`config.mk`:
```
export PLATFORM = sky130hd
export DESIGN_NAME = vga_timing_gen_flat
export DESIGN_NICKNAME = d
export VERILOG_FILES = /design/src/rtl/vga_timing_gen_if.sv /design/src/rtl/vga_timing_gen.sv /design/src/flat_wrapper.sv
export SDC_FILE = /design/constraint.sdc
export NUM_CORES = 1
export LEC_CHECK = 0
export CORE_MARGIN = 1
export CORE_UTILIZATION = 43
export DETAILED_ROUTE_END_ITERATION = 8
export GPL_ROUTABILITY_DRIVEN = 0
export GPL_TIMING_DRIVEN = 0
export HOLD_SLACK_MARGIN = 0.08
export PLACE_DENSITY = 0.74
export SYNTH_ARGS = -nofsm -noshare
export SYNTH_HDL_FRONTEND = slang
export SYNTH_SLANG_ARGS = --single-unit
```
`constraint.sdc`:
```
create_clock -name MAX10_CLK1_50 -period 2.3 [get_ports MAX10_CLK1_50]
set_clock_uncertainty 0.15 [all_clocks]
set_input_delay 0.345 -clock MAX10_CLK1_50 [delete_from_list [all_inputs] [get_ports MAX10_CLK1_50]]
set_output_delay 0.345 -clock MAX10_CLK1_50 [all_outputs]
set_load 0.05 [all_outputs]
```
`src/rtl/vga_timing_gen_if.sv`:
```
`default_nettype none
// ============================================================================
// Module      : vga_timing_gen_if
// Description : Pixel request / colour return / VGA output bundle for the
//               raster generator. The master side is the timing generator.
// Revision    : 1.0  initial release
// ============================================================================
interface vga_timing_gen_if #(
  parameter int COLOR_W = 4
);
  logic               pix_en;
  logic               pix_req;
  logic [10:0]        req_x;
  logic [9:0]         req_y;
  logic [COLOR_W-1:0] pix_r;
  logic [COLOR_W-1:0] pix_g;
  logic [COLOR_W-1:0] pix_b;
  logic [COLOR_W-1:0] VGA_R;
  logic [COLOR_W-1:0] VGA_G;
  logic [COLOR_W-1:0] VGA_B;
  logic               VGA_HS;
  logic               VGA_VS;
  logic               frame_start;

  modport master (
    output pix_en, pix_req, req_x, req_y,
    output VGA_R, VGA_G, VGA_B, VGA_HS, VGA_VS, frame_start,
    input  pix_r, pix_g, pix_b
  );

  modport slave (
    input  pix_en, pix_req, req_x, req_y,
    input  VGA_R, VGA_G, VGA_B, VGA_HS, VGA_VS, frame_start,
    output pix_r, pix_g, pix_b
  );
endinterface
`default_nettype wire

```
`src/rtl/vga_timing_gen.sv`:
```
`default_nettype none
// ============================================================================
// Module      : vga_timing_gen
// Description : Parametrised VGA raster counter, sync generator and one-slot
//               pixel pipeline with forced blanking.
// Revision    : 1.0  initial release
// ============================================================================
module vga_timing_gen #(
  parameter int H_ACTIVE = 800,
  parameter int H_FP     = 56,
  parameter int H_SYNC   = 120,
  parameter int H_BP     = 64,
  parameter int V_ACTIVE = 600,
  parameter int V_FP     = 37,
  parameter int V_SYNC   = 6,
  parameter int V_BP     = 23,
  parameter bit HS_POL   = 1'b1,
  parameter bit VS_POL   = 1'b1,
  parameter int CLK_DIV  = 1,
  parameter int COLOR_W  = 4
) (
  input  wire logic        MAX10_CLK1_50,
  input  wire logic        reset,
  vga_timing_gen_if.master vga
);

  localparam int c_h_total = H_ACTIVE + H_FP + H_SYNC + H_BP;
  localparam int c_v_total = V_ACTIVE + V_FP + V_SYNC + V_BP;
  localparam int c_div_w   = (CLK_DIV > 1) ? $clog2(CLK_DIV) : 1;

  generate
    if (H_ACTIVE < 1 || H_FP < 1 || H_SYNC < 1 || H_BP < 1 ||
        V_ACTIVE < 1 || V_FP < 1 || V_SYNC < 1 || V_BP < 1 ||
        CLK_DIV < 1 || COLOR_W < 1 ||
        c_h_total > 2048 || c_v_total > 1024) begin : g_bad_params
      $error("vga_timing_gen: illegal timing parameters");
    end
  endgenerate

  localparam logic [c_div_w-1:0] c_div_last = c_div_w'(CLK_DIV - 1);
  localparam logic [10:0] c_h_last     = 11'(c_h_total - 1);
  localparam logic [10:0] c_h_act      = 11'(H_ACTIVE);
  localparam logic [10:0] c_hs_start   = 11'(H_ACTIVE + H_FP);
  localparam logic [10:0] c_hs_end     = 11'(H_ACTIVE + H_FP + H_SYNC);
  localparam logic [9:0]  c_v_last     = 10'(c_v_total - 1);
  localparam logic [9:0]  c_v_act      = 10'(V_ACTIVE);
  localparam logic [9:0]  c_vs_start   = 10'(V_ACTIVE + V_FP);
  localparam logic [9:0]  c_vs_end     = 10'(V_ACTIVE + V_FP + V_SYNC);

  logic [c_div_w-1:0] r_div_cnt;
  logic [10:0]        r_h_cnt;
  logic [9:0]         r_v_cnt;
  logic [COLOR_W-1:0] r_red;
  logic [COLOR_W-1:0] r_grn;
  logic [COLOR_W-1:0] r_blu;
  logic               r_hs;
  logic               r_vs;
  logic               r_frame_start;

  logic w_pix_en;
  logic w_h_wrap;
  logic w_v_wrap;
  logic w_pix_req;
  logic w_hs_act;
  logic w_vs_act;

  assign w_pix_en = (r_div_cnt == c_div_last);
  assign w_h_wrap = (r_h_cnt == c_h_last);
  assign w_v_wrap = (r_v_cnt == c_v_last);

  always_ff @(posedge MAX10_CLK1_50 or posedge reset) begin
    if (reset) begin
      r_div_cnt <= '0;
    end else if (w_pix_en) begin
      r_div_cnt <= '0;
    end else begin
      r_div_cnt <= r_div_cnt + c_div_w'(1);
    end
  end

  // The vertical counter only advances on the horizontal wrap slot.
  always_ff @(posedge MAX10_CLK1_50 or posedge reset) begin
    if (reset) begin
      r_h_cnt <= '0;
      r_v_cnt <= '0;
    end else if (w_pix_en) begin
      if (w_h_wrap) begin
        r_h_cnt <= '0;
        r_v_cnt <= w_v_wrap ? '0 : r_v_cnt + 10'd1;
      end else begin
        r_h_cnt <= r_h_cnt + 11'd1;
      end
    end
  end

  always_comb begin
    w_pix_req = (r_h_cnt < c_h_act) && (r_v_cnt < c_v_act) && !reset;
    w_hs_act  = (r_h_cnt >= c_hs_start) && (r_h_cnt < c_hs_end);
    w_vs_act  = (r_v_cnt >= c_vs_start) && (r_v_cnt < c_vs_end);
  end

  // Colour and sync share one register stage so they stay slot-aligned.
  always_ff @(posedge MAX10_CLK1_50 or posedge reset) begin
    if (reset) begin
      r_red         <= '0;
      r_grn         <= '0;
      r_blu         <= '0;
      r_hs          <= ~HS_POL;
      r_vs          <= ~VS_POL;
      r_frame_start <= 1'b0;
    end else begin
      r_frame_start <= w_pix_en && w_h_wrap && w_v_wrap;
      if (w_pix_en) begin
        r_red <= w_pix_req ? vga.pix_r : '0;
        r_grn <= w_pix_req ? vga.pix_g : '0;
        r_blu <= w_pix_req ? vga.pix_b : '0;
        r_hs  <= w_hs_act ? HS_POL : ~HS_POL;
        r_vs  <= w_vs_act ? VS_POL : ~VS_POL;
      end
    end
  end

  assign vga.pix_en      = w_pix_en;
  assign vga.pix_req     = w_pix_req;
  assign vga.req_x       = w_pix_req ? r_h_cnt : 11'd0;
  assign vga.req_y       = w_pix_req ? r_v_cnt : 10'd0;
  assign vga.VGA_R       = r_red;
  assign vga.VGA_G       = r_grn;
  assign vga.VGA_B       = r_blu;
  assign vga.VGA_HS      = r_hs;
  assign vga.VGA_VS      = r_vs;
  assign vga.frame_start = r_frame_start;

endmodule
`default_nettype wire
```
`src/flat_wrapper.sv`:
```
// flat-port wrapper written by rule: the top's interface ports become plain ports
module vga_timing_gen_flat 
#(
  parameter int H_ACTIVE = 800,
  parameter int H_FP     = 56,
  parameter int H_SYNC   = 120,
  parameter int H_BP     = 64,
  parameter int V_ACTIVE = 600,
  parameter int V_FP     = 37,
  parameter int V_SYNC   = 6,
  parameter int V_BP     = 23,
  parameter bit HS_POL   = 1'b1,
  parameter bit VS_POL   = 1'b1,
  parameter int CLK_DIV  = 1,
  parameter int COLOR_W  = 4
)
  (MAX10_CLK1_50, reset, vga_pix_en, vga_pix_req, vga_req_x, vga_req_y, vga_VGA_R, vga_VGA_G, vga_VGA_B, vga_VGA_HS, vga_VGA_VS, vga_frame_start, vga_pix_r, vga_pix_g, vga_pix_b);
  vga_timing_gen_if #(.COLOR_W(COLOR_W)) vga_i ();
  input  wire logic MAX10_CLK1_50;
  input  wire logic reset;
  output wire logic [$bits(vga_i.pix_en)-1:0] vga_pix_en;
  output wire logic [$bits(vga_i.pix_req)-1:0] vga_pix_req;
  output wire logic [$bits(vga_i.req_x)-1:0] vga_req_x;
  output wire logic [$bits(vga_i.req_y)-1:0] vga_req_y;
  output wire logic [$bits(vga_i.VGA_R)-1:0] vga_VGA_R;
  output wire logic [$bits(vga_i.VGA_G)-1:0] vga_VGA_G;
  output wire logic [$bits(vga_i.VGA_B)-1:0] vga_VGA_B;
  output wire logic [$bits(vga_i.VGA_HS)-1:0] vga_VGA_HS;
  output wire logic [$bits(vga_i.VGA_VS)-1:0] vga_VGA_VS;
  output wire logic [$bits(vga_i.frame_start)-1:0] vga_frame_start;
  input wire logic [$bits(vga_i.pix_r)-1:0] vga_pix_r;
  input wire logic [$bits(vga_i.pix_g)-1:0] vga_pix_g;
  input wire logic [$bits(vga_i.pix_b)-1:0] vga_pix_b;
  assign vga_pix_en = vga_i.pix_en;
  assign vga_pix_req = vga_i.pix_req;
  assign vga_req_x = vga_i.req_x;
  assign vga_req_y = vga_i.req_y;
  assign vga_VGA_R = vga_i.VGA_R;
  assign vga_VGA_G = vga_i.VGA_G;
  assign vga_VGA_B = vga_i.VGA_B;
  assign vga_VGA_HS = vga_i.VGA_HS;
  assign vga_VGA_VS = vga_i.VGA_VS;
  assign vga_frame_start = vga_i.frame_start;
  assign vga_i.pix_r = vga_pix_r;
  assign vga_i.pix_g = vga_pix_g;
  assign vga_i.pix_b = vga_pix_b;
  vga_timing_gen #(.H_ACTIVE(H_ACTIVE), .H_FP(H_FP), .H_SYNC(H_SYNC), .H_BP(H_BP), .V_ACTIVE(V_ACTIVE), .V_FP(V_FP), .V_SYNC(V_SYNC), .V_BP(V_BP), .HS_POL(HS_POL), .VS_POL(VS_POL), .CLK_DIV(CLK_DIV), .COLOR_W(COLOR_W)) u_core (.MAX10_CLK1_50(MAX10_CLK1_50), .reset(reset), .vga(vga_i));
endmodule
```
# Yosys cells after proc, flatten, opt, wreduce, memory -nomap -nowiden
# Cells that the tools add are included.
# totals
ff_bits	37
inputBits	14
out_inout_bits	38
wordCells	39
# classes
n_addsub	3
order_cmp	6
n_eq_ne	2
muxes	10
n_bitwise	1
n_reduce_logical	8
# ops
op	n
< comparator 11 x 10 -> 1 bit (second input constant)	2
2-to-1 mux 11 bit	2
< comparator 10 bit (second input constant)	2
2-to-1 mux 10 bit	2
2-to-1 mux 4 bit	3
adder 11 x 1 -> 11 bit (second input constant)	1
== test 11 bit (second input constant)	1
greater-or-equal comparator 11 x 10 -> 1 bit (second input constant)	1
adder 10 x 1 -> 10 bit (second input constant)	1
== test 10 bit (second input constant)	1
greater-or-equal comparator 10 bit (second input constant)	1
logical AND 1 bit	6
2-to-1 mux 1 bit	3
AND reduction 2 bit	1
adder 1 bit (second input constant)	1
zero test 1 bit	1
inverter 1 bit	1

# Depth between registers and ports, before layout
# Gate-level depths: netlist of run 1.
# logic_depth
word_depth	4
ltp_mapped	7
mapped_depth_nobuf	5

# Worst setup path before layout of run 1
# No wires, ideal clock.
# synth_path
kind	reg2out
from	register u_core.r_v_cnt[3]
to	output port vga_req_x[0]
arrival_time_ps	2037
required_time_ps	1805
setup_slack_ps	-232
stages_incl_launch_ff	7
cell_sequence	dfrtp_1 buf_6 a21o_1 a211o_1 a2111oi_4 buf_6 and2_1
# synth_between
elab_chain_cells	4
# synth_lines
element	line_no	rtl
start: declaration	vga_timing_gen.sv:52	logic [9:0] r_v_cnt;
start signal: assignment	vga_timing_gen.sv:89	r_v_cnt <= w_v_wrap ? '0 : r_v_cnt + 10'd1;
< comparator 10 bit	vga_timing_gen.sv:97	w_pix_req = (r_h_cnt < c_h_act) && (r_v_cnt < c_v_act) && !reset;
logical AND 1 bit (2 in series)	vga_timing_gen.sv:97	
2-to-1 mux 11 bit	vga_timing_gen.sv:125	assign vga.req_x = w_pix_req ? r_h_cnt : 11'd0;
end: declaration	flat_wrapper.sv:23	output wire logic [$bits(vga_i.req_x)-1:0] vga_req_x;
# Every way passes these cells.

# Final worst setup path of run 1
# layout_path
from	register u_core.r_v_cnt[5]
to	output port vga_req_y[8]
# layout_between
elab_chain_cells	4
# layout_lines
element	line_no	rtl
< comparator 10 bit	vga_timing_gen.sv:97	
logical AND 1 bit (2 in series)	vga_timing_gen.sv:97	
2-to-1 mux 10 bit	vga_timing_gen.sv:126	assign vga.req_y = w_pix_req ? r_v_cnt : 10'd0;
end: declaration	flat_wrapper.sv:24	output wire logic [$bits(vga_i.req_y)-1:0] vga_req_y;
# Every way passes these cells.

==> results of run 1 <==
==> registers in the layout, summed over array words and instances (netlist names) <==
signal	cells
u_core.r_h_cnt	11
u_core.r_v_cnt	10
u_core.vga.VGA_B	4
u_core.vga.VGA_G	4
u_core.vga.VGA_HS	1
u_core.vga.VGA_R	4
u_core.vga.VGA_VS	1
u_core.vga.frame_start	1
==> per-stage QoR <==
step	TNS [ns]	area, µm²	utilization, %
global route	-7.82	2740	68.1
detailed placement	-17.21	2390	59.4
floorplan	-0.936	1840	-
global placement	-16.71	2390	59.4
finish	-5.45	2740	68.1
CTS	-6.98	2690	66.8
==> cells in the final DEF, fill, tap and decap left out, types with 3 or more instances in the layout <==
cell type        count
dfrtp_1             35
clkdlybuf4s50_1     28
buf_8               21
and2_4              19
and2_1              16
buf_4               13
nor2_1               9
nand3_1              7
xor2_1               7
buf_6                6
and3_1               6
nor3_1               6
nand2_1              5
o21ai_0              5
ha_1                 5
clkbuf_8             5
inv_1                4
clkbuf_1             4
xnor2_1              4
nand4_1              4
a21o_1               3
nor4b_1              3
==> worst paths after layout <==
kind                                         from                end  slack [ns]
worst max-delay path            u_core.r_v_cnt[5]       vga_req_y[8]       -0.28
worst min-delay path            u_core.r_h_cnt[0]  u_core.r_h_cnt[0]        0.36
worst max register to register  u_core.r_h_cnt[0]  u_core.r_v_cnt[8]        0.10
worst min register to register  u_core.r_h_cnt[0]  u_core.r_h_cnt[0]        0.36
max in group asynchronous                   reset  u_core.r_v_cnt[5]        1.04
min in group asynchronous                   reset  u_core.r_v_cnt[4]        0.46
==> Yosys cell counts (2+ instances only) <==
cell type	n	area, µm²
a21oi_1	2	10.0
xnor2_1	4	35.0
dfrtp_1	36	901
a21o_1	3	22.5
a22o_1	2	17.5
and2_1	36	225
clkbuf_1	4	15.0
nand3_1	7	35.0
buf_6	4	45.0
and3_1	6	37.5
mux2_2	2	22.5
nand2_1	5	18.8
xor2_1	7	61.3
nor2_1	9	33.8
nor4b_1	3	26.3
o21ai_0	5	25.0
inv_1	5	18.8
buf_2	2	10.0
nand4_1	4	25.0
conb_1	2	7.51
buf_4	2	15.0
nor2b_1	2	12.5
ha_1	5	62.6
nor3_1	7	35.0
==> critical path, stage by stage, from the launching register on <==
cell       delay, ns
dfrtp_2         0.45
a21o_1          0.16
a211o_1         0.28
a2111oi_4       0.30
buf_6           0.19
buf_6           0.13
and2_4          0.15
buf_8           0.14
==> power by group <==
part	total (mW)	leakage (nW)	internal (mW)	switching (mW)
Combinational	0.175	0.784	0.0778	0.0975
Sequential	0.646	0.474	0.643	0.00262
Clock	0.569	0.0548	0.326	0.242
==> cell type report <==
type / count / area, µm² / share of cell area (%)
plain buffers: 10 / 62.6 / 2.28
clock buffers: 5 / 68.8 / 2.51
clock inverters: 3 / 46.3 / 1.69
inverters: 5 / 18.8 / 0.684
multi-input cells: 120 / 860 / 31.3
flip-flops and latches: 36 / 902 / 32.9
well taps: 50 / 62.6 / 2.28
repair buffers: 64 / 723 / 26.4
==> kinds of logic after synthesis <==
family | share of synthesized area, %
flops | 49.6
xor+xnor | 5.31
mux | 1.24
simple gates | 25.6
fa+ha+maj | 3.45
compound gates | 8.34
other cells | 0.414
buf+inv | 6.00
==> layer usage <==
layer,vias up,track usage [%],part of all wire [%]
li1,712,-,-
met1,679,23.7,42
met2,59,29.0,48
met3,8,7.19,7.3
met4,0,12.8,2.1
met5,-,0,0
==> what timing repair did <==
item	in CTS	in global routing
pin swaps	5	1
endpoints found under the setup margin	21	22
gates resized for setup	191	3
gates cloned	2	0
buffers inserted	6	7
==> out/qor.txt, run 1 <==
outcome - finished with violations
failing checks - setup timing
initial antenna violation count - 0
Crit path arrival time - 2.09 ns
worst-margin pin slew - 0.725 ns
port bufs - 49
Overflow after GRT - 0
initial DRC count - 63
power per cell area - 506 mW/mm²
ANT nets after route - 0
WS Path Type - register to primary output
DR vias/cell - 4.98
slew margin rel. - 51.6%
Final Hold Violating Endpoints - 0
post-synth cell types - 34
Detailed Routing Iterations Pass 1 - 4
Post-synth top flop - dfrtp_1
Max Freq - 387 MHz
routed vias - 1,458
register area share after synthesis - 49.6%
Fin Hold WS - 0.360 ns
clk sinks - 36
maximum vdd drop - 0.316 mV
pre-CTS setup slack - -0.856 ns
total CTS buffers - 5
gr usage total - 19.6%
cts hold-fix bufs - 0
MaxCap Viol Count - 0
number of flops mapped to enable cells by yosys - 0
final critical-path share of the clock period - 112%
row count - 23
Clk Tree Root Cell - clkbuf_8
unrepaired setup endpoints after global routing - true
Ant. Diodes - 0
startpoint types - register
Starting Density - 45.1%
hold depth - 1
CTS clk-pin slew, worst paths - 0.08 ns
Worst Path Max Fanout - 6
Die Height - 67.0 µm
HP Class - register to register
non-filler cells, final - 293
Synth Net Count - 193
Synth Cell Area - 0.00182 mm²
reg2reg path depth - 6
share of cells above drive strength 1 - 31.7%
IO Pins - 52
DR DRC count - 0
Clock Latency Late Sink - 0.29 ns
per-cell routed wire length - 13.0 µm
Setup-failing EPs final - 21
Design Power - 1.39 mW
fin. max-slew vios - 0
largest net degree at the start of global routing - 37
vias in the first global route - 1,422
Die Wd - 67.0 µm
CORE AREA - 0.00403 mm²
number of register bits inferred by synthesis - 36
Worst EP required - 1.80 ns
H-Tree Depth - 2
TritonCTS clock tree - yes
Die ar. - 0.00449 mm²
first-pass GRT wire length - 6360 µm
syn avg cell area - 10.4 µm²
min Tclk post-route - 2.58 ns
YS warnings - 0
Fillers - 314
worst setup margin - -0.284 ns
P_leak - 1.31 nW
hpwl dp - 2440 µm
asr flop ratio synth - 100%
Routed Wire Length - 3820 µm
Nets - 261
Setup crit end kind - primary output
Area Overhead vs Synth - 51.1%
CTS Buffer Depth - 2
post-synthesis cell count - 174
dpl cells - 273
Power figures use the tool's default switching activity.
==> run 2: changes to the inputs <==
--- a/config.mk
+++ b/config.mk
@@ -6,12 +6,13 @@
 export NUM_CORES = 1
 export LEC_CHECK = 0
 export CORE_MARGIN = 1
-export CORE_UTILIZATION = 43
+export CORE_UTILIZATION = 44
+export CTS_BUF_LIST = sky130_fd_sc_hd__clkbuf_4
 export DETAILED_ROUTE_END_ITERATION = 8
 export GPL_ROUTABILITY_DRIVEN = 0
 export GPL_TIMING_DRIVEN = 0
 export HOLD_SLACK_MARGIN = 0.08
-export PLACE_DENSITY = 0.74
+export PLACE_DENSITY = 0.76
 export SYNTH_ARGS = -nofsm -noshare
 export SYNTH_HDL_FRONTEND = slang
 export SYNTH_SLANG_ARGS = --single-unit
==> run 2 against run 1 <==
Against the previous run:
- the run still ends with setup timing left
- critical path depth did not move
- first-iteration DRC count rose by 21%
- combinational power fell by 6%
- total power fell by 17%
- sequential share of layout area rose by 1.5 points
- worst hold slack barely moved
- maximum frequency fell by 4.8%
- core utilization rose by 1.1 points
- final cell count fell by 0.68%
- flip-flop and latch count did not move
- critical endpoint is now vga_req_y[0]
- largest power group unchanged
==> out/qor.txt, run 2 (same netlist as run 1, synthesis figures left out) <==
Overflow after GRT - 0 (unchanged)
Routed Wire Length - 3890 µm (was 3820 µm)
hpwl dp - 2490 µm (was 2440 µm)
ANT nets after route - 0 (unchanged)
commonest non-fill, non-tap cell in the layout - dfrtp_1 (unchanged)
WS Path Type - register to primary output (unchanged)
Fillers - 304 (was 314)
unrepaired setup endpoints after global routing - true (unchanged)
Detailed Routing Iterations Pass 1 - 4 (unchanged)
Worst Path Max Fanout - 5 (was 6)
Worst EP required - 1.80 ns (about the same)
startpoint types - register (unchanged)
register-to-register setup slack - 0.06 ns (was 0.10 ns)
first-pass GRT wire length - 6310 µm (was 6360 µm)
CTS Buffer Depth - 2 (unchanged)
IO Pins - 52 (unchanged)
H-Tree Depth - 2 (unchanged)
max reg flops - 11 (unchanged)
total CTS buffers - 5 (unchanged)
Placed Area - 0.00239 mm² (about the same)
failing checks - setup timing (unchanged)
Crit path arrival time - 2.22 ns (was 2.09 ns)
TritonCTS clock tree - yes (unchanged)
Die Height - 66.2 µm (was 67.0 µm)
power per cell area - 438 mW/mm² (was 506 mW/mm²)
crit path launch - u_core.r_v_cnt[4] (was u_core.r_v_cnt[5])
reg2reg path depth - 9 (was 6)
worst setup margin - -0.415 ns (was -0.284 ns)
per-cell routed wire length - 13.4 µm (was 13.0 µm)
HP Class - input pin to async pin (was register to register)
Clk Tree Root Cell - clkbuf_4 (was clkbuf_8)
area occupied by multi-input gates - 848 µm² (was 860 µm²)
Ant. Diodes - 0 (unchanged)
Setup crit end kind - primary output (unchanged)
port bufs - 49 (unchanged)
vias in the first global route - 1,395 (was 1,422)
CORE AREA - 0.00380 mm² (was 0.00403 mm²)
Setup-failing EPs final - 21 (unchanged)
cts hold-fix bufs - 0 (unchanged)
Die ar. - 0.00439 mm² (was 0.00449 mm²)
P_leak - 1.27 nW (was 1.31 nW)
Biggest register - u_core.r_h_cnt (unchanged)
CTS clk-pin slew, worst paths - 0.12 ns (was 0.08 ns)
most frequent cells in the layout - 34 x dfrtp_1, 28 x clkdlybuf4s50_1, 16 x and2_1, 16 x buf_4 (was 35 x dfrtp_1, 28 x clkdlybuf4s50_1, 21 x buf_8)
DR DRC count - 0 (unchanged)
Area Overhead vs Synth - 44.7% (was 51.1%)
Starting Density - 47.8% (was 45.1%)
Nets - 261 (unchanged)
DR vias/cell - 5.04 (was 4.98)
fin. max-slew vios - 0 (unchanged)
initial DRC count - 76 (was 63)
min Tclk post-route - 2.71 ns (was 2.58 ns)
share of cells above drive strength 1 - 31.7% (unchanged)
MaxCap Viol Count - 0 (unchanged)
Top Registers - u_core.r_h_cnt: 11 flops, u_core.r_v_cnt: 10 flops (unchanged)
final critical-path share of the clock period - 118% (was 112%)
largest net degree at the start of global routing - 37 (unchanged)
pre-CTS setup slack - -0.835 ns (was -0.856 ns)
maximum vdd drop - 0.400 mV (was 0.316 mV)
Die Wd - 66.2 µm (was 67.0 µm)
initial antenna violation count - 0 (unchanged)
row count - 22 (was 23)
design area - 0.00263 mm² (was 0.00274 mm²)
Max Freq - 368 MHz (was 387 MHz)
Critical Path End - vga_req_y[0] (was vga_req_y[8])
clk sinks - 36 (unchanged)
Final Hold Violating Endpoints - 0 (unchanged)
routed vias - 1,467 (was 1,458)
Clock Latency Late Sink - 0.34 ns (was 0.29 ns)
worst-margin pin slew - 0.736 ns (was 0.725 ns)
gr usage total - 19.2% (was 19.6%)
outcome - finished with violations (unchanged)
worst r2r src - u_core.r_v_cnt[4] (was u_core.r_h_cnt[0])
r2r endpoint - u_core.vga.VGA_R[1] (was u_core.r_v_cnt[8])
slew margin rel. - 50.9% (was 51.6%)
Register Area - 903 µm² (was 902 µm²)
[run 2: cell types whose count changed in the layout (fill, tap and decap cells not counted), moves of 3 or more]
cell	change
clkbuf_8	-5
and2_4	-9
buf_8	-9
buf_4	+3
buf_6	+6
and2_2	+9
clkbuf_4	+7
[run 2: critical path: stages (launching register included)]
cell and delay (ns):
dfrtp_2 0.43, a21o_1 0.17, a211o_1 0.33, a2111oi_4 0.33, buf_4 0.21, buf_6 0.12, and2_4 0.14, buf_8 0.14
[run 2: stage by stage]
stage | std cells | TNS [ns] | util, % | hold WS, ns | total power, mW
after floorplan | 174 | -0.936 | - | 0.316 | 0.751
after global placement | 271 | -16.59 | 62.9 | 0.343 | 0.808
after detailed placement | 271 | -16.89 | 62.9 | 0.345 | 0.809
after CTS | 283 | -8.49 | 67.5 | 0.370 | 1.16
after global routing | 291 | -9.17 | 69.2 | 0.384 | 1.20
final | 291 | -7.59 | 69.2 | 0.360 | 1.15
[run 2: worst min path at each step]
stage | start | end | slack, ns
global placement | u_core.r_h_cnt[0] | u_core.r_h_cnt[0] | 0.34
finish | reset | u_core.r_v_cnt[9] | 0.36
CTS | u_core.r_h_cnt[2] | u_core.r_h_cnt[2] | 0.37
global route | u_core.r_h_cnt[2] | u_core.r_h_cnt[2] | 0.38
floorplan | u_core.r_h_cnt[0] | u_core.r_h_cnt[0] | 0.32
detailed placement | u_core.r_h_cnt[2] | u_core.r_h_cnt[2] | 0.35
[run 2: area by class of cell]
cell class	count	share of cell area [%]
Buffer	9	1.95
Sequential cell	36	34.4
Inverter	5	0.714
Clock inverter	1	0.143
Timing Repair Buffer	65	26.2
Clock buffer	7	2.00
Tap cell	48	2.29
Multi-Input combinational cell	120	32.3
[run 2: layer usage]
metal | global-route usage [%] | wire length, µm | vias up
li1 | - | - | 714
met3 | 5.52 | 168 | 11
met2 | 32.3 | 1910 | 37
met1 | 23.7 | 1710 | 705
met5 | 0 | 0 | -
met4 | 5.85 | 92 | 0
[run 2: what timing repair did]
action / CTS / global route
resized for setup: 172 / 2
gates cloned: 1 / 0
endpoints found under the hold margin: 0 / 0
pin swaps: 5 / 3
setup endpoints to repair: 21 / 22
setup buffers: 6 / 9
[run 2: power breakdown]
group	internal (mW)	total, mW	switching [mW]
registers	0.643	0.646	0.00274
clock network	0.141	0.342	0.200
logic	0.0688	0.165	0.0958
total	0.853	1.15	0.299
==> run 3: changes to the inputs <==
--- a/config.mk
+++ b/config.mk
@@ -12,7 +12,7 @@
 export GPL_ROUTABILITY_DRIVEN = 0
 export GPL_TIMING_DRIVEN = 0
 export HOLD_SLACK_MARGIN = 0.08
-export PLACE_DENSITY = 0.76
+export PLACE_DENSITY_LB_ADDON = 0.25
 export SYNTH_ARGS = -nofsm -noshare
 export SYNTH_HDL_FRONTEND = slang
 export SYNTH_SLANG_ARGS = --single-unit
==> run 3 against run 2 <==
Against the previous run:
- global-route usage increased by 1.4 points
- the run still ends with setup timing left
- count of clock-buffer cells in the layout decreased by 1
- design area increased by 4.8%
- critical path type unchanged
- flip-flop and latch count unchanged
- core utilization increased by 3.3 points
- combinational power increased by 12%
- via count increased by 0.82%
- worst setup slack got worse by 0.032 ns
- maximum frequency decreased by 1.2%
- critical path depth unchanged
- sequential power about the same
==> out/qor.txt, run 3 (same netlist as run 1, synthesis figures left out) <==
outcome - finished with violations (unchanged)
failing checks - setup timing (unchanged)
worst setup margin - -0.446 ns (was -0.415 ns)
Worst Path Max Fanout - 5 (unchanged)
hpwl dp - 2490 µm (about the same)
CORE AREA - 0.00380 mm² (unchanged)
setup TNS - -8.98 ns (was -7.59 ns)
reg2reg path depth - 8 (was 9)
Clock Latency Late Sink - 0.34 ns (about the same)
H-Tree Depth - 2 (unchanged)
Max Freq - 364 MHz (was 368 MHz)
cts hold-fix bufs - 0 (unchanged)
Setup-failing EPs final - 21 (unchanged)
Ant. Diodes - 0 (unchanged)
Fin Hold WS - 0.346 ns (was 0.360 ns)
per-cell routed wire length - 14.0 µm (was 13.4 µm)
total CTS buffers - 5 (unchanged)
Switching Fraction - 24.1% (was 25.9%)
slew margin rel. - 51.7% (was 50.9%)
row count - 22 (unchanged)
Detailed Routing Iterations Pass 1 - 4 (unchanged)
Overflow after GRT - 0 (unchanged)
IO Pins - 52 (unchanged)
Die Wd - 66.2 µm (unchanged)
WS Path Type - register to primary output (unchanged)
DR vias/cell - 5.03 (was 5.04)
min Tclk post-route - 2.75 ns (was 2.71 ns)
Biggest register - u_core.r_h_cnt (unchanged)
Clock power frac - 34.8% (was 29.6%)
Combinational Power Share - 14.5% (was 14.3%)
Clk Tree Root Cell - clkbuf_4 (unchanged)
startpoint types - register (unchanged)
fin. max-slew vios - 0 (unchanged)
Starting Density - 47.8% (unchanged)
HP Class - input pin to async pin (unchanged)
first-pass GRT wire length - 6680 µm (was 6310 µm)
power per cell area - 462 mW/mm² (was 438 mW/mm²)
Die Height - 66.2 µm (unchanged)
Final Hold Violating Endpoints - 0 (unchanged)
Area Overhead vs Synth - 51.7% (was 44.7%)
met1 usage - 25.3% (was 23.7%)
Critical Path End - vga_req_y[7] (was vga_req_y[0])
unrepaired setup endpoints after global routing - true (unchanged)
P_leak - 1.33 nW (was 1.27 nW)
initial antenna violation count - 0 (unchanged)
grt met3 use - 5.34% (was 5.52%)
worst-margin pin slew - 0.724 ns (was 0.736 ns)
Crit path arrival time - 2.25 ns (was 2.22 ns)
Setup crit end kind - primary output (unchanged)
clk sinks - 36 (unchanged)
Top Usage Layer GRT - met2 (unchanged)
crit path launch - u_core.r_v_cnt[5] (was u_core.r_v_cnt[4])
commonest non-fill, non-tap cell in the layout - dfrtp_1 (unchanged)
share of cells above drive strength 1 - 32.5% (was 31.7%)
r2r endpoint - u_core.vga.VGA_B[2] (was u_core.vga.VGA_R[1])
TritonCTS clock tree - yes (unchanged)
sequential power share - 50.7% (was 56.1%)
pre-CTS setup slack - -0.830 ns (was -0.835 ns)
register-to-register setup slack - 0.08 ns (was 0.06 ns)
MaxCap Viol Count - 0 (unchanged)
CTS Buffer Depth - 2 (unchanged)
Nets - 264 (was 261)
Routed Wire Length - 4130 µm (was 3890 µm)
worst r2r src - u_core.r_v_cnt[5] (was u_core.r_v_cnt[4])
port bufs - 49 (unchanged)
ANT nets after route - 0 (unchanged)
routed vias - 1,479 (was 1,467)
final critical-path share of the clock period - 119% (was 118%)
GRT met2 Usage - 36.0% (was 32.3%)
Worst EP required - 1.80 ns (about the same)
largest net degree at the start of global routing - 21 (was 37)
DR DRC count - 0 (unchanged)
vias in the first global route - 1,406 (was 1,395)
Die ar. - 0.00439 mm² (unchanged)
Top Registers - u_core.r_h_cnt: 11 flops, u_core.r_v_cnt: 10 flops (unchanged)
Power Internal - 0.965 mW (was 0.853 mW)
gr usage total - 20.6% (was 19.2%)
most frequent cells in the layout - 34 x dfrtp_1, 28 x clkdlybuf4s50_1, 21 x buf_8 (was 34 x dfrtp_1, 28 x clkdlybuf4s50_1, 16 x and2_1, 16 x buf_4)
CTS clk-pin slew, worst paths - 0.11 ns (was 0.12 ns)
Psw - 0.307 mW (was 0.299 mW)
max reg flops - 11 (unchanged)
initial DRC count - 57 (was 76)
maximum vdd drop - 0.240 mV (was 0.400 mV)
run 3: changes by cell type in the layout (fill, tap and decap cells not counted), moves of 7 or more:
cell | before | now
and2_4 | 10 | 20
buf_6 | 12 | 5
buf_8 | 12 | 21
and2_2 | 10 | 0
run 3: critical path, cell delays in order, from the launching register on:
cell	delay, ns
dfrtp_2	0.44
a21o_1	0.15
a211o_1	0.33
a2111oi_4	0.38
buf_4	0.21
buf_6	0.12
and2_4	0.15
buf_8	0.14
run 3: per-stage QoR:
stage	cells	cell area, µm²	power, mW	util [%]
2_1_floorplan	174	1840	0.751	-
3_3_place_gp	271	2390	0.808	62.9
3_5_place_dp	272	2420	0.814	63.7
4_1_cts	288	2650	1.27	69.8
5_1_grt	294	2750	1.32	72.5
6_report	294	2750	1.27	72.5
run 3: per-layer routing:
metal  routed length, µm  up-vias  share of wire (%)
met5                   0        -                  0
met4                  37        0               0.90
met3                 166        7                4.0
met2                2160       40                 52
met1                1760      711                 43
li1                    -      721                  -
run 3: layout make-up:
class,instances,area [µm²]
clock inverters,2,35.0
clock buffers,6,45.0
fillers,283,1040
well taps,48,60.1
inverters,5,18.8
multi-input cells,120,867
flip-flops and latches,36,903
repair buffers,68,773
plain buffers,9,51.3
run 3: power groups by stage:
| stage | Sequential [mW] | Combinational (mW) | Clock [mW] |
|---|---|---|---|
| floorplan | 0.698 | 0.0530 | 0 |
| finish | 0.645 | 0.184 | 0.443 |
| global route | 0.646 | 0.194 | 0.478 |
| global placement | 0.658 | 0.150 | 0 |
| CTS | 0.646 | 0.171 | 0.454 |
| detailed placement | 0.658 | 0.156 | 0 |
run 3: how the worst min path moves through the flow:
stage,from,end,slack [ns],cells after the start
6_report,reset,u_core.r_v_cnt[8],0.35,2
5_1_grt,vga_pix_r[1],u_core.vga.VGA_R[1],0.40,2
4_1_cts,reset,u_core.vga.VGA_B[1],0.36,2
3_5_place_dp,u_core.r_h_cnt[0],u_core.r_h_cnt[0],0.36,1
3_3_place_gp,u_core.r_h_cnt[2],u_core.r_h_cnt[2],0.34,1
2_1_floorplan,u_core.r_h_cnt[0],u_core.r_h_cnt[0],0.32,1
run 3: repair_timing:
| item | CTS | global route |
|---|---|---|
| gates cloned | 1 | 1 |
| setup endpoints to repair | 21 | 31 |
| pin swaps | 5 | 3 |
| resized for setup | 174 | 24 |
| buffers inserted | 9 | 9 |
